`src/rtl/tc_to_sm_converter_stream_if.sv`:
```
`default_nettype none
// ============================================================================
// Module   : tc_to_sm_converter_stream_if
// Purpose  : Input/output stream bundle for the two's-complement to
//            sign-magnitude drain converter. Carries the valid/ready input
//            side and the valid/ready output side.
// Revision : 1.0 - initial release
// ============================================================================
interface tc_to_sm_converter_stream_if #(
  parameter int IN_W  = 9,
  parameter int MAG_W = 8
);
  logic             in_valid;
  logic             in_ready;
  logic [IN_W-1:0]  in_data;
  logic             in_last;
  logic             out_valid;
  logic             out_ready;
  logic             out_sign;
  logic [MAG_W-1:0] out_mag;
  logic             out_sat;
  logic             out_last;

  // Producer/consumer side: drives input data and output ready
  modport master (
    output in_valid, in_data, in_last, out_ready,
    input  in_ready, out_valid, out_sign, out_mag, out_sat, out_last
  );

  // Converter side
  modport slave (
    input  in_valid, in_data, in_last, out_ready,
    output in_ready, out_valid, out_sign, out_mag, out_sat, out_last
  );
endinterface
`default_nettype wire

```
`src/rtl/tc_to_sm_converter_stream.sv`:
```
`default_nettype none
// ============================================================================
// Module   : tc_to_sm_converter_stream
// Purpose  : Streaming two's-complement -> sign-magnitude decoder for the
//            systolic array drain. Two-stage pipeline (S1: sign/abs,
//            S2: saturate/register outputs) with full-throughput
//            backpressure and a sticky saturation event counter.
// Revision : 1.0 - initial release
// ============================================================================
module tc_to_sm_converter_stream #(
  parameter int IN_W  = 9,
  parameter int MAG_W = 8,
  parameter int CNT_W = 16
) (
  input  wire logic                 clk,
  input  wire logic                 rst,
  tc_to_sm_converter_stream_if.slave bus,
  input  wire logic                 clr_cnt,
  output logic [CNT_W-1:0]          sat_cnt
);

  localparam logic [IN_W:0]    c_one      = {{IN_W{1'b0}}, 1'b1};
  localparam logic [MAG_W-1:0] c_mag_max  = {MAG_W{1'b1}};
  localparam logic [CNT_W-1:0] c_cnt_max  = {CNT_W{1'b1}};
  localparam logic [CNT_W-1:0] c_cnt_one  = {{(CNT_W-1){1'b0}}, 1'b1};

  // Stage 1 state
  logic             s1_valid_q, s1_valid_d;
  logic             s1_sign_q,  s1_sign_d;
  logic [IN_W:0]    s1_abs_q,   s1_abs_d;
  logic             s1_last_q,  s1_last_d;

  // Stage 2 (output) state
  logic             out_valid_q, out_valid_d;
  logic             out_sign_q,  out_sign_d;
  logic [MAG_W-1:0] out_mag_q,   out_mag_d;
  logic             out_sat_q,   out_sat_d;
  logic             out_last_q,  out_last_d;

  logic [CNT_W-1:0] sat_cnt_q,   sat_cnt_d;

  // Combinational helpers
  logic             s2_en;
  logic             s1_en;
  logic             in_xfer;
  logic             out_xfer;
  logic [IN_W:0]    in_ext;
  logic [IN_W:0]    in_abs;
  logic             s1_sat;

  // Pipeline enables: a stage may load when it is empty or its contents move on
  always_comb begin
    s2_en    = !out_valid_q || bus.out_ready;
    s1_en    = !s1_valid_q || s2_en;
    in_xfer  = bus.in_valid && s1_en;
    out_xfer = out_valid_q && bus.out_ready;
  end

  // Absolute value at IN_W+1 bits so the most negative input negates exactly
  always_comb begin
    in_ext = {bus.in_data[IN_W-1], bus.in_data};
    in_abs = bus.in_data[IN_W-1] ? (~in_ext + c_one) : in_ext;
    // Any set bit at or above MAG_W means the magnitude does not fit
    s1_sat = |s1_abs_q[IN_W:MAG_W];
  end

  // Stage 1 next state: capture sign/abs/last on an accepted input
  always_comb begin
    s1_valid_d = s1_valid_q;
    s1_sign_d  = s1_sign_q;
    s1_abs_d   = s1_abs_q;
    s1_last_d  = s1_last_q;
    if (s1_en) begin
      s1_valid_d = bus.in_valid;
    end
    if (in_xfer) begin
      s1_sign_d = bus.in_data[IN_W-1];
      s1_abs_d  = in_abs;
      s1_last_d = bus.in_last;
    end
  end

  // Stage 2 next state: outputs change only when a valid S1 element advances
  always_comb begin
    out_valid_d = out_valid_q;
    out_sign_d  = out_sign_q;
    out_mag_d   = out_mag_q;
    out_sat_d   = out_sat_q;
    out_last_d  = out_last_q;
    if (s2_en) begin
      out_valid_d = s1_valid_q;
      if (s1_valid_q) begin
        out_sign_d = s1_sign_q;
        out_mag_d  = s1_sat ? c_mag_max : s1_abs_q[MAG_W-1:0];
        out_sat_d  = s1_sat;
        out_last_d = s1_last_q;
      end
    end
  end

  // Saturation counter: clear wins, otherwise count saturated output transfers
  always_comb begin
    sat_cnt_d = sat_cnt_q;
    if (clr_cnt) begin
      sat_cnt_d = '0;
    end else if (out_xfer && out_sat_q && (sat_cnt_q != c_cnt_max)) begin
      sat_cnt_d = sat_cnt_q + c_cnt_one;
    end
  end

  // State registers with synchronous reset discarding any in-flight elements
  always_ff @(posedge clk) begin
    if (rst) begin
      s1_valid_q  <= 1'b0;
      s1_sign_q   <= 1'b0;
      s1_abs_q    <= '0;
      s1_last_q   <= 1'b0;
      out_valid_q <= 1'b0;
      out_sign_q  <= 1'b0;
      out_mag_q   <= '0;
      out_sat_q   <= 1'b0;
      out_last_q  <= 1'b0;
      sat_cnt_q   <= '0;
    end else begin
      s1_valid_q  <= s1_valid_d;
      s1_sign_q   <= s1_sign_d;
      s1_abs_q    <= s1_abs_d;
      s1_last_q   <= s1_last_d;
      out_valid_q <= out_valid_d;
      out_sign_q  <= out_sign_d;
      out_mag_q   <= out_mag_d;
      out_sat_q   <= out_sat_d;
      out_last_q  <= out_last_d;
      sat_cnt_q   <= sat_cnt_d;
    end
  end

  assign bus.in_ready  = s1_en;
  assign bus.out_valid = out_valid_q;
  assign bus.out_sign  = out_sign_q;
  assign bus.out_mag   = out_mag_q;
  assign bus.out_sat   = out_sat_q;
  assign bus.out_last  = out_last_q;
  assign sat_cnt       = sat_cnt_q;

endmodule
`default_nettype wire

```
`src/flat_wrapper.sv`:
```
// flat-port wrapper written by rule: the top's interface ports become plain ports
module tc_to_sm_converter_stream_flat 
#(
  parameter int IN_W  = 9,
  parameter int MAG_W = 8,
  parameter int CNT_W = 16
)
  (clk, rst, clr_cnt, sat_cnt, bus_in_valid, bus_in_data, bus_in_last, bus_out_ready, bus_in_ready, bus_out_valid, bus_out_sign, bus_out_mag, bus_out_sat, bus_out_last);
  tc_to_sm_converter_stream_if #(.IN_W(IN_W), .MAG_W(MAG_W)) bus_i ();
  input  wire logic clk;
  input  wire logic rst;
  input  wire logic clr_cnt;
  output logic [CNT_W-1:0] sat_cnt;
  input wire logic [$bits(bus_i.in_valid)-1:0] bus_in_valid;
  input wire logic [$bits(bus_i.in_data)-1:0] bus_in_data;
  input wire logic [$bits(bus_i.in_last)-1:0] bus_in_last;
  input wire logic [$bits(bus_i.out_ready)-1:0] bus_out_ready;
  output wire logic [$bits(bus_i.in_ready)-1:0] bus_in_ready;
  output wire logic [$bits(bus_i.out_valid)-1:0] bus_out_valid;
  output wire logic [$bits(bus_i.out_sign)-1:0] bus_out_sign;
  output wire logic [$bits(bus_i.out_mag)-1:0] bus_out_mag;
  output wire logic [$bits(bus_i.out_sat)-1:0] bus_out_sat;
  output wire logic [$bits(bus_i.out_last)-1:0] bus_out_last;
  assign bus_i.in_valid = bus_in_valid;
  assign bus_i.in_data = bus_in_data;
  assign bus_i.in_last = bus_in_last;
  assign bus_i.out_ready = bus_out_ready;
  assign bus_in_ready = bus_i.in_ready;
  assign bus_out_valid = bus_i.out_valid;
  assign bus_out_sign = bus_i.out_sign;
  assign bus_out_mag = bus_i.out_mag;
  assign bus_out_sat = bus_i.out_sat;
  assign bus_out_last = bus_i.out_last;
  tc_to_sm_converter_stream #(.IN_W(IN_W), .MAG_W(MAG_W), .CNT_W(CNT_W)) u_core (.clk(clk), .rst(rst), .bus(bus_i), .clr_cnt(clr_cnt), .sat_cnt(sat_cnt));
endmodule
```
`config.mk`:
```
export PLATFORM = sky130hd
export DESIGN_NAME = tc_to_sm_converter_stream_flat
export DESIGN_NICKNAME = d
export VERILOG_FILES = /design/src/rtl/tc_to_sm_converter_stream_if.sv /design/src/rtl/tc_to_sm_converter_stream.sv /design/src/flat_wrapper.sv
export SDC_FILE = /design/constraint.sdc
export NUM_CORES = 1
export LEC_CHECK = 0
export ABC_AREA = 1
export CAP_MARGIN = 20
export CORE_MARGIN = 5
export CORE_UTILIZATION = 29
export DETAILED_ROUTE_END_ITERATION = 10
export GPL_TIMING_DRIVEN = 0
export SLEW_MARGIN = 20
export SYNTH_ARGS = -nofsm -noshare
export SYNTH_HDL_FRONTEND = slang
export SYNTH_SLANG_ARGS = --single-unit
```
`constraint.sdc`:
```
create_clock -name clk -period 1.6 [get_ports clk]
set_input_delay 0.32 -clock clk [delete_from_list [all_inputs] [get_ports clk]]
set_output_delay 0.32 -clock clk [all_outputs]
set_load 0.01 [all_outputs]
```
==> metrics.md, run 1 <==
| Metric | Value |
|---|---|
| Worst Path Arrival | `1230 ps` |
| Die W | `92.5 um` |
| DRC Markers | `0` |
| Io pins | `44` |
| Max Slew Vio Count | `0` |
| Largest net degree at the start of global routing | `14` |
| Worst slew margin | `66.6%` |
| Asr flop ratio synth | `0%` |
| Starting density of the core | `29.4%` |
| Total grt overflow | `0` |
| Leakage | `1.22 nW` |
| Clock-pin slew on the worst setup and hold paths | `90 ps` |
| Number of flops mapped to enable cells by yosys | `0` |
| Status | `finished clean` |
| Max incr delay on CP | `550 ps` |
| PortBufs | `42` |
| Clock Sinks | `41` |
| Mapped Area | `1970 sq um` |
| Top FF cell, synth | `dfxtp_1` |
| Hpwl dp | `3470 um` |
| Hold crit path type | `in -> reg` |
| Layout cells sized above 1 | `12.1%` |
| GP Congestion | `0.798` |
| Post-synth top area share | `41.6%` |
| Critical-path cell list | `clkdlybuf4s50_1` |
| Area of the multi-input gates | `1010 sq um` |
| Fillers | `719` |
| DRT Pass-1 Iters | `4` |
| Setup TNS | `0 ps` |
| Total Routing Usage GR | `11.4%` |
| PwrDens | `783 nW/um^2` |
| Worst-path fanout max | `5` |
| Nets | `356` |
| Worst path slowest cell | `clkdlybuf4s50_1` |
| Seq. cell area | `842 sq um` |
| Antenna violations before repair | `0` |
| Post-DRT Antenna Nets | `0` |
| Placed Instances | `412` |
| # rows | `30` |
| Tmin final | `1550 ps` |
| CTS Hold Bufs | `0` |
| Fin cells | `420` |
| Die ar. | `8560 sq um` |
| Maximum clock path buffer count | `2` |
| Vias in the first global route | `1,764` |
| Syn_nets | `307` |
| Synthesis-stage register bit count | `41` |
| Bufs and invs on worst path | `1` |
| Finish-stage setup viols | `0` |
| Max cap viols | `0` |
| Crit share post-route | `97.1%` |
| First-pass GRT wire length | `8000 um` |
| WL per Instance | `11.0 um` |
| Area contributors post-synth | `dfxtp_1, nand2_1, nor2_1, a21oi_1, inv_1` |
| Setup Crit Path Kind | `reg -> out` |
| Cells after synthesis | `290` |
| Post-synthesis average cell area | `6.81 sq um` |
| Fin Clk Skew | `11.5 ps` |
| Sequential fraction of the synthesis area | `41.6%` |
| Worst Setup End Kind | `output port` |
| Worst slew pin tran | `499 ps` |
| H-tree level count | `2` |
| Library cells used by synthesis | `23` |
| Commonest non-fill, non-tap cells in the layout | `nand2_1, nor2_1, clkdlybuf4s50_1` |
| Die Height | `92.5 um` |
| Startpoint type of the worst setup path | `register` |
| Clock Tree Root | `clkbuf_8` |
| Leading area contributor after synthesis | `dfxtp_1` |
| Design Power | `2.08 mW` |
| Reg-to-reg slack, setup | `130 ps` |
| Number of antenna diodes | `0` |
| Yosys warning count | `0` |
| Total core area | `6720 sq um` |
| Hold Fails Final Rpt | `0` |
| F_max | `643 MHz` |
| Worst VDD drop | `0.000299 V` |
| CTS tree | `built` |
| CP delay by family, top | `buffers and inverters` |
| CTS Buf Count | `5` |
| Vias | `1,925` |
| DR iter-0 viols | `70` |
| Most common cell after layout, fill and taps aside | `nand2_1` |
| Final core occ | `39.6%` |
| Synthesis-to-finish area growth | `34.7%` |
| Final WL | `4620 um` |
| Vias per cell | `4.58` |
| Clk_lat worst skew | `300 ps` |
| Critical path required time | `1280 ps` |
## path summary, 6_finish.rpt
| path | start | end | depth (start not counted) |
|---|---|---|---|
| max | u_core.sat_cnt[8] | sat_cnt[8] | 1 |
| min | rst | u_core.s1_sign_q | 2 |
| max reg2reg | u_core.sat_cnt[0] | u_core.sat_cnt[5] | 9 |
| min reg2reg | u_core.s1_abs_q[9] | u_core.s1_abs_q[9] | 2 |
## per-stage QoR
| step | setup slack [ps] | hold slack (ps) | instance area [sq um] |
|---|---|---|---|
| global placement | -290 | 430 | 2490 |
| global route | -5.83 | 208 | 2660 |
| floorplan | 110 | 419 | 1970 |
| detailed placement | -274 | 434 | 2490 |
| CTS | 3.79 | 209 | 2610 |
| finish | 45.7 | 218 | 2660 |
## report_power, final
part / leakage, nW / internal (mW) / switching (mW)
registers: 0.342 / 1.06 / 0.0201
logic: 0.820 / 0.109 / 0.115
clock network: 0.0549 / 0.399 / 0.383
total: 1.22 / 1.57 / 0.518
## registers in the layout, indices dropped and copies added, names as in the netlist
register              flops
u_core.bus.out_last       1
u_core.bus.out_mag        8
u_core.bus.out_sat        1
u_core.bus.out_sign       1
u_core.bus.out_valid      1
u_core.s1_abs_q          10
u_core.s1_last_q          1
u_core.s1_sign_q          1
u_core.s1_valid_q         1
u_core.sat_cnt           16
## kinds of logic after synthesis
| kind of cell | Yosys count | synth area share (%) |
|---|---|---|
| AND/OR/NAND/NOR | 153 | 33.1 |
| AO/OA/AOI/OAI | 46 | 11.7 |
| flip-flops | 41 | 41.6 |
| buffers and inverters | 39 | 8.30 |
| XOR/XNOR | 9 | 3.99 |
| adder cells (fa/ha/maj) | 2 | 1.27 |
## per-layer routing
layer / track usage [%] / share of wire (%) / vias to the layer above
met5: 0 / 0 / -
met1: 13.3 / 44 / 856
met4: 3.71 / 1.3 / 0
met2: 19.6 / 49 / 39
li1: - / - / 1025
met3: 3.74 / 5.9 / 5
## Yosys cell counts (3+ instances only)
master   count
nor2_2       3
dfxtp_1     41
nand4_1      6
o21ai_0     20
a21oi_1     25
inv_1       31
nand2_1     68
nand2_2      3
nand3_1     16
nor3_1       8
nor2_1      45
xor2_1       7
## final cells by class
cell class | instances | share of cell area, %
multi-input combinational | 210 | 38.1
sequential | 41 | 31.7
timing repair buffer | 42 | 16.2
inverter | 33 | 4.66
tap | 80 | 3.76
clock buffer | 7 | 3.62
buffer | 6 | 1.60
clock inverter | 1 | 0.329
## what timing repair did
action | CTS | global route
gates resized for setup | 13 | 21
pin swaps | 0 | 0
gates cloned | 0 | 0
endpoints found under the setup margin | 24 | 34
setup buffers | 0 | 0
No activity file was read; power rests on OpenSTA's default activity.
==> run 2, diff against run 1 <==
Settings changed: CORE_UTILIZATION 29 to 45, GPL_ROUTABILITY_DRIVEN set to 1, PLACE_DENSITY set to 0.73.
==> metrics.md, run 2 (synthesized netlist as in run 1, its figures left out) <==
| Metric | Value |
|---|---|
| Tmin final | `1580 ps` |
| CTS tree | `built` |
| Die W | `76.2 um` |
| Clock Sinks | `41` |
| Vias per cell | `4.90` |
| Critical path required time | `1280 ps` |
| H-tree level count | `2` |
| Vias in the first global route | `1,812` |
| Max cap viols | `0` |
| Net Sw Frac | `24.0%` |
| Nets | `358` |
| Worst Setup EP | `sat_cnt[12]` |
| Design Power | `2.16 mW` |
| DR iter-0 viols | `80` |
| Worst VDD drop | `0.000525 V` |
| Critical Path Stages | `1` |
| Crit. Startpoint | `u_core.sat_cnt[12]` |
| P_sw | `0.517 mW` |
| Worst slew pin tran | `343 ps` |
| Worst-path fanout max | `4` |
| Clk pwr share | `39.3%` |
| Setup Crit Path Kind | `reg -> out` |
| Total Routing Usage GR | `15.7%` |
| First-pass GRT wire length | `7670 um` |
| Worst Path Arrival | `1260 ps` |
| Fin Clk Skew | `4.92 ps` |
| Pre-CTS setup slack | `-373 ps` |
| Total grt overflow | `0` |
| Most common cell after layout, fill and taps aside | `nand2_1` |
| Startpoint type of the worst setup path | `register` |
| Final WL | `4510 um` |
| CTS Hold Bufs | `0` |
| Reg-to-reg slack, setup | `130 ps` |
| Number of antenna diodes | `0` |
| Max incr delay on CP | `560 ps` |
| Logic pwr share | `10.7%` |
| Worst setup margin | `22.3 ps` |
| DRT Pass-1 Iters | `5` |
| Hold crit path type | `in -> reg` |
| Worst path slowest cell | `clkdlybuf4s50_1` |
| Vias | `1,929` |
| Die Height | `76.2 um` |
| Total core area | `4290 sq um` |
| WL per Instance | `11.5 um` |
| Max Slew Vio Count | `0` |
| Clock-pin slew on the worst setup and hold paths | `80 ps` |
| Finish-stage setup viols | `0` |
| Depth of the most critical reg-to-reg path | `9` |
| Flop pwr share | `50.1%` |
| CTS Buf Count | `5` |
| PwrDens | `814 nW/um^2` |
| GP Congestion | `0.843` |
| Antenna violations before repair | `0` |
| Layout cells sized above 1 | `12.6%` |
| Io pins | `44` |
| Bufs and invs on worst path | `1` |
| Synthesis-to-finish area growth | `34.1%` |
| Worst slew margin | `76.9%` |
| Internal power | `1.64 mW` |
| Starting density of the core | `46.0%` |
| F_max | `634 MHz` |
| Final core occ | `61.7%` |
| Post-DRT Antenna Nets | `0` |
| Worst reg2reg endpoint | `u_core.sat_cnt[11]` |
| DRC Markers | `0` |
| PortBufs | `42` |
| # rows | `24` |
| Number of flip-flops in the largest register | `16` |
| Clock Tree Root | `clkbuf_8` |
| Maximum clock path buffer count | `2` |
| WHS Path Cells | `2` |
| CP delay by family, top | `buffers and inverters` |
| Worst Setup End Kind | `output port` |
| Hold Fails Final Rpt | `0` |
| Critical-path cell list | `clkdlybuf4s50_1` |
| Commonest non-fill, non-tap cells in the layout | `nand2_1, nor2_1, clkdlybuf4s50_1` |
| Leakage | `1.12 nW` |
| Status | `finished clean` |
| Crit share post-route | `98.6%` |
| Clk_lat worst skew | `300 ps` |
| Largest net degree at the start of global routing | `15` |
| R2r startpoint | `u_core.sat_cnt[0]` |
| Die ar. | `5810 sq um` |
| Hpwl dp | `3390 um` |
[run 2: cell count changes in the layout (fill, tap and decap cells not counted), moves of 2 or more]
cell and delta:
clkdlybuf4s50_1 +6, inv_2 -2, dlymetal6s2s_1 -6, clkbuf_8 -2, buf_4 +2
[run 2: repair_timing]
| item | in CTS | in global routing |
|---|---|---|
| setup buffers | 0 | 2 |
| cloned | 0 | 0 |
| resized for setup | 14 | 15 |
| pin swaps | 0 | 1 |
| endpoints found under the setup margin | 22 | 28 |
[run 2: how the worst min path moves through the flow]
| stage | startpoint | endpoint | slack (ps) |
|---|---|---|---|
| 6_report | rst | u_core.bus.out_valid | 210 |
| 5_1_grt | rst | u_core.s1_abs_q[8] | 210 |
| 4_1_cts | rst | u_core.s1_valid_q | 210 |
| 3_5_place_dp | u_core.s1_abs_q[9] | u_core.s1_abs_q[9] | 430 |
| 3_3_place_gp | u_core.s1_abs_q[9] | u_core.s1_abs_q[9] | 430 |
| 2_1_floorplan | u_core.s1_abs_q[9] | u_core.s1_abs_q[9] | 420 |
[run 2: metrics by stage]
stage,cell area [sq um],TNS [ps],cells,hold slack [ps]
after floorplan,1970,0,290,419
after global placement,2460,-6310,384,432
after detailed placement,2460,-7260,384,432
after CTS,2590,0,392,209
after global routing,2650,-12.8,394,207
final,2650,0,394,209
[run 2: layer usage]
layer	part of all wire [%]	vias to the layer above	global-route usage [%]
met3	4.1	7	3.55
li1	-	1028	-
met4	1.5	0	6.64
met5	0	-	0
met2	52	38	29.5
met1	42	856	16.5
[run 2: power by group through the flow]
stage	sequential, mW	clock (mW)	combinational, mW
5_1_grt	1.08	0.915	0.259
3_3_place_gp	1.11	0	0.221
3_5_place_dp	1.10	0	0.226
2_1_floorplan	1.11	0	0.107
6_report	1.08	0.846	0.230
4_1_cts	1.08	0.867	0.227
[run 2: area by class of cell]
| class | count | area (sq um) |
|---|---|---|
| flip-flops and latches | 41 | 842 |
| fillers | 411 | 1650 |
| repair buffers | 44 | 438 |
| plain buffers | 6 | 42.5 |
| clock inverters | 3 | 46.3 |
| inverters | 33 | 124 |
| well taps | 52 | 65.1 |
| clock buffers | 5 | 68.8 |
| multi-input cells | 210 | 1020 |
==> run 3, diff against run 2 <==
Settings changed: CORE_ASPECT_RATIO set to 1.5.
==> metrics.md, run 3 (synthesized netlist as in run 1, its figures left out) <==
| Metric | Value |
|---|---|
| Startpoint type of the worst setup path | `input port` |
| Total core area | `4250 sq um` |
| CTS Buf Count | `5` |
| Layout cells sized above 1 | `12.0%` |
| Number of antenna diodes | `0` |
| Finish-stage setup viols | `0` |
| # rows | `29` |
| Worst-path fanout max | `3` |
| Pre-CTS setup slack | `-292 ps` |
| Fin Clk Skew | `5.03 ps` |
| Worst Path Arrival | `1240 ps` |
| Design Power | `1.97 mW` |
| Clock Sinks | `41` |
| F_max | `641 MHz` |
| Leakage | `1.09 nW` |
| Io pins | `44` |
| DRC Markers | `0` |
| Maximum clock path buffer count | `2` |
| GP Congestion | `0.861` |
| Post-DRT Antenna Nets | `0` |
| Worst setup margin | `39.5 ps` |
| Hold crit path type | `in -> reg` |
| DRT Pass-1 Iters | `4` |
| Starting density of the core | `46.5%` |
| Die Height | `91.1 um` |
| Commonest non-fill, non-tap cells in the layout | `nand2_1, nor2_1, clkdlybuf4s50_1` |
| Status | `finished clean` |
| Setup Crit Path Kind | `in -> out` |
| Nets | `357` |
| Total grt overflow | `0` |
| Die ar. | `5840 sq um` |
| Placed inst area | `2450 sq um` |
| Max Slew Vio Count | `0` |
| Clock Tree Root | `clkbuf_8` |
| Number of flip-flops in the largest register | `16` |
| First-pass GRT wire length | `7510 um` |
| Largest net degree at the start of global routing | `14` |
| PortBufs | `42` |
| DR iter-0 viols | `97` |
| Most common cell after layout, fill and taps aside | `nand2_1` |
| Tmin final | `1560 ps` |
| Antenna violations before repair | `0` |
| Vias in the first global route | `1,814` |
| Worst Setup End Kind | `output port` |
| Clk_lat worst skew | `290 ps` |
| Worst VDD drop | `0.000605 V` |
| Worst slew margin | `69.1%` |
| Max cap viols | `0` |
| Fillers | `421` |
| Clock-pin slew on the worst setup and hold paths | `80 ps` |
| Final Cell Area | `2580 sq um` |
| Worst slew pin tran | `462 ps` |
| PwrDens | `764 nW/um^2` |
| Setup TNS | `0 ps` |
| CTS tree | `built` |
| RSZ-0062 raised after global routing | `no` |
| CTS Hold Bufs | `0` |
| Hpwl dp | `3550 um` |
| Vias per cell | `5.03` |
| Synthesis-to-finish area growth | `30.9%` |
| Hold Fails Final Rpt | `0` |
| Final WL | `4510 um` |
| Total Routing Usage GR | `16.0%` |
| Die W | `64.1 um` |
| Crit share post-route | `97.5%` |
| H-tree level count | `2` |
| WL per Instance | `11.6 um` |
| Critical path required time | `1280 ps` |
| Vias | `1,945` |
## run 3: area by class of cell
| type | instances | area [sq um] | share of cell area (%) |
|---|---|---|---|
| clock inverter | 2 | 15.0 | 0.581 |
| clock buffer | 6 | 72.6 | 2.81 |
| timing repair buffer | 43 | 430 | 16.7 |
| sequential | 41 | 843 | 32.6 |
| buffer | 6 | 42.5 | 1.65 |
| inverter | 33 | 126 | 4.89 |
| multi-input combinational | 210 | 997 | 38.6 |
| tap | 46 | 57.6 | 2.23 |
## run 3: final timing paths
| path | startpoint | end | slack (ps) | depth (start not counted) |
|---|---|---|---|---|
| worst max-delay path | bus_out_ready | bus_in_ready | 40 | 4 |
| worst min-delay path | rst | u_core.s1_valid_q | 220 | 2 |
| worst max register to register | u_core.sat_cnt[0] | u_core.sat_cnt[11] | 150 | 9 |
| worst min register to register | u_core.s1_abs_q[9] | u_core.s1_abs_q[9] | 440 | 2 |
## run 3: critical path: stages
cell and delay [ps]:
clkdlybuf4s50_1 490, inv_1 60, nand3_1 120, clkdlybuf4s15_1 260
## run 3: per-stage QoR
| stage | utilization [%] | instances | hold WS [ps] |
|---|---|---|---|
| after floorplan | - | 290 | 419 |
| after global placement | 57.8 | 378 | 430 |
| after detailed placement | 57.8 | 378 | 432 |
| after CTS | 60.1 | 386 | 205 |
| after global routing | 60.9 | 387 | 205 |
| final | 60.9 | 387 | 215 |
## run 3: repair_timing
item                                    4_1_cts  5_1_grt
resized for setup                            10       16
endpoints found under the setup margin       21       30
setup buffers                                 0        1
pin swaps                                     0        1
## run 3: routing by layer
| layer | vias to the layer above | GRT usage [%] | routed length (um) |
|---|---|---|---|
| met2 | 43 | 30.6 | 2460 |
| met3 | 12 | 3.58 | 218 |
| met1 | 866 | 15.3 | 1690 |
| li1 | 1024 | - | - |
| met5 | - | 0 | 0 |
| met4 | 0 | 7.63 | 134 |
## run 3: power by group
part           total [mW]  switching (mW)  leakage, nW  internal [mW]
combinational       0.223           0.115        0.709          0.108
clock               0.673           0.366       0.0374          0.307
sequential           1.08          0.0205        0.343           1.06
total                1.97           0.501         1.09           1.47
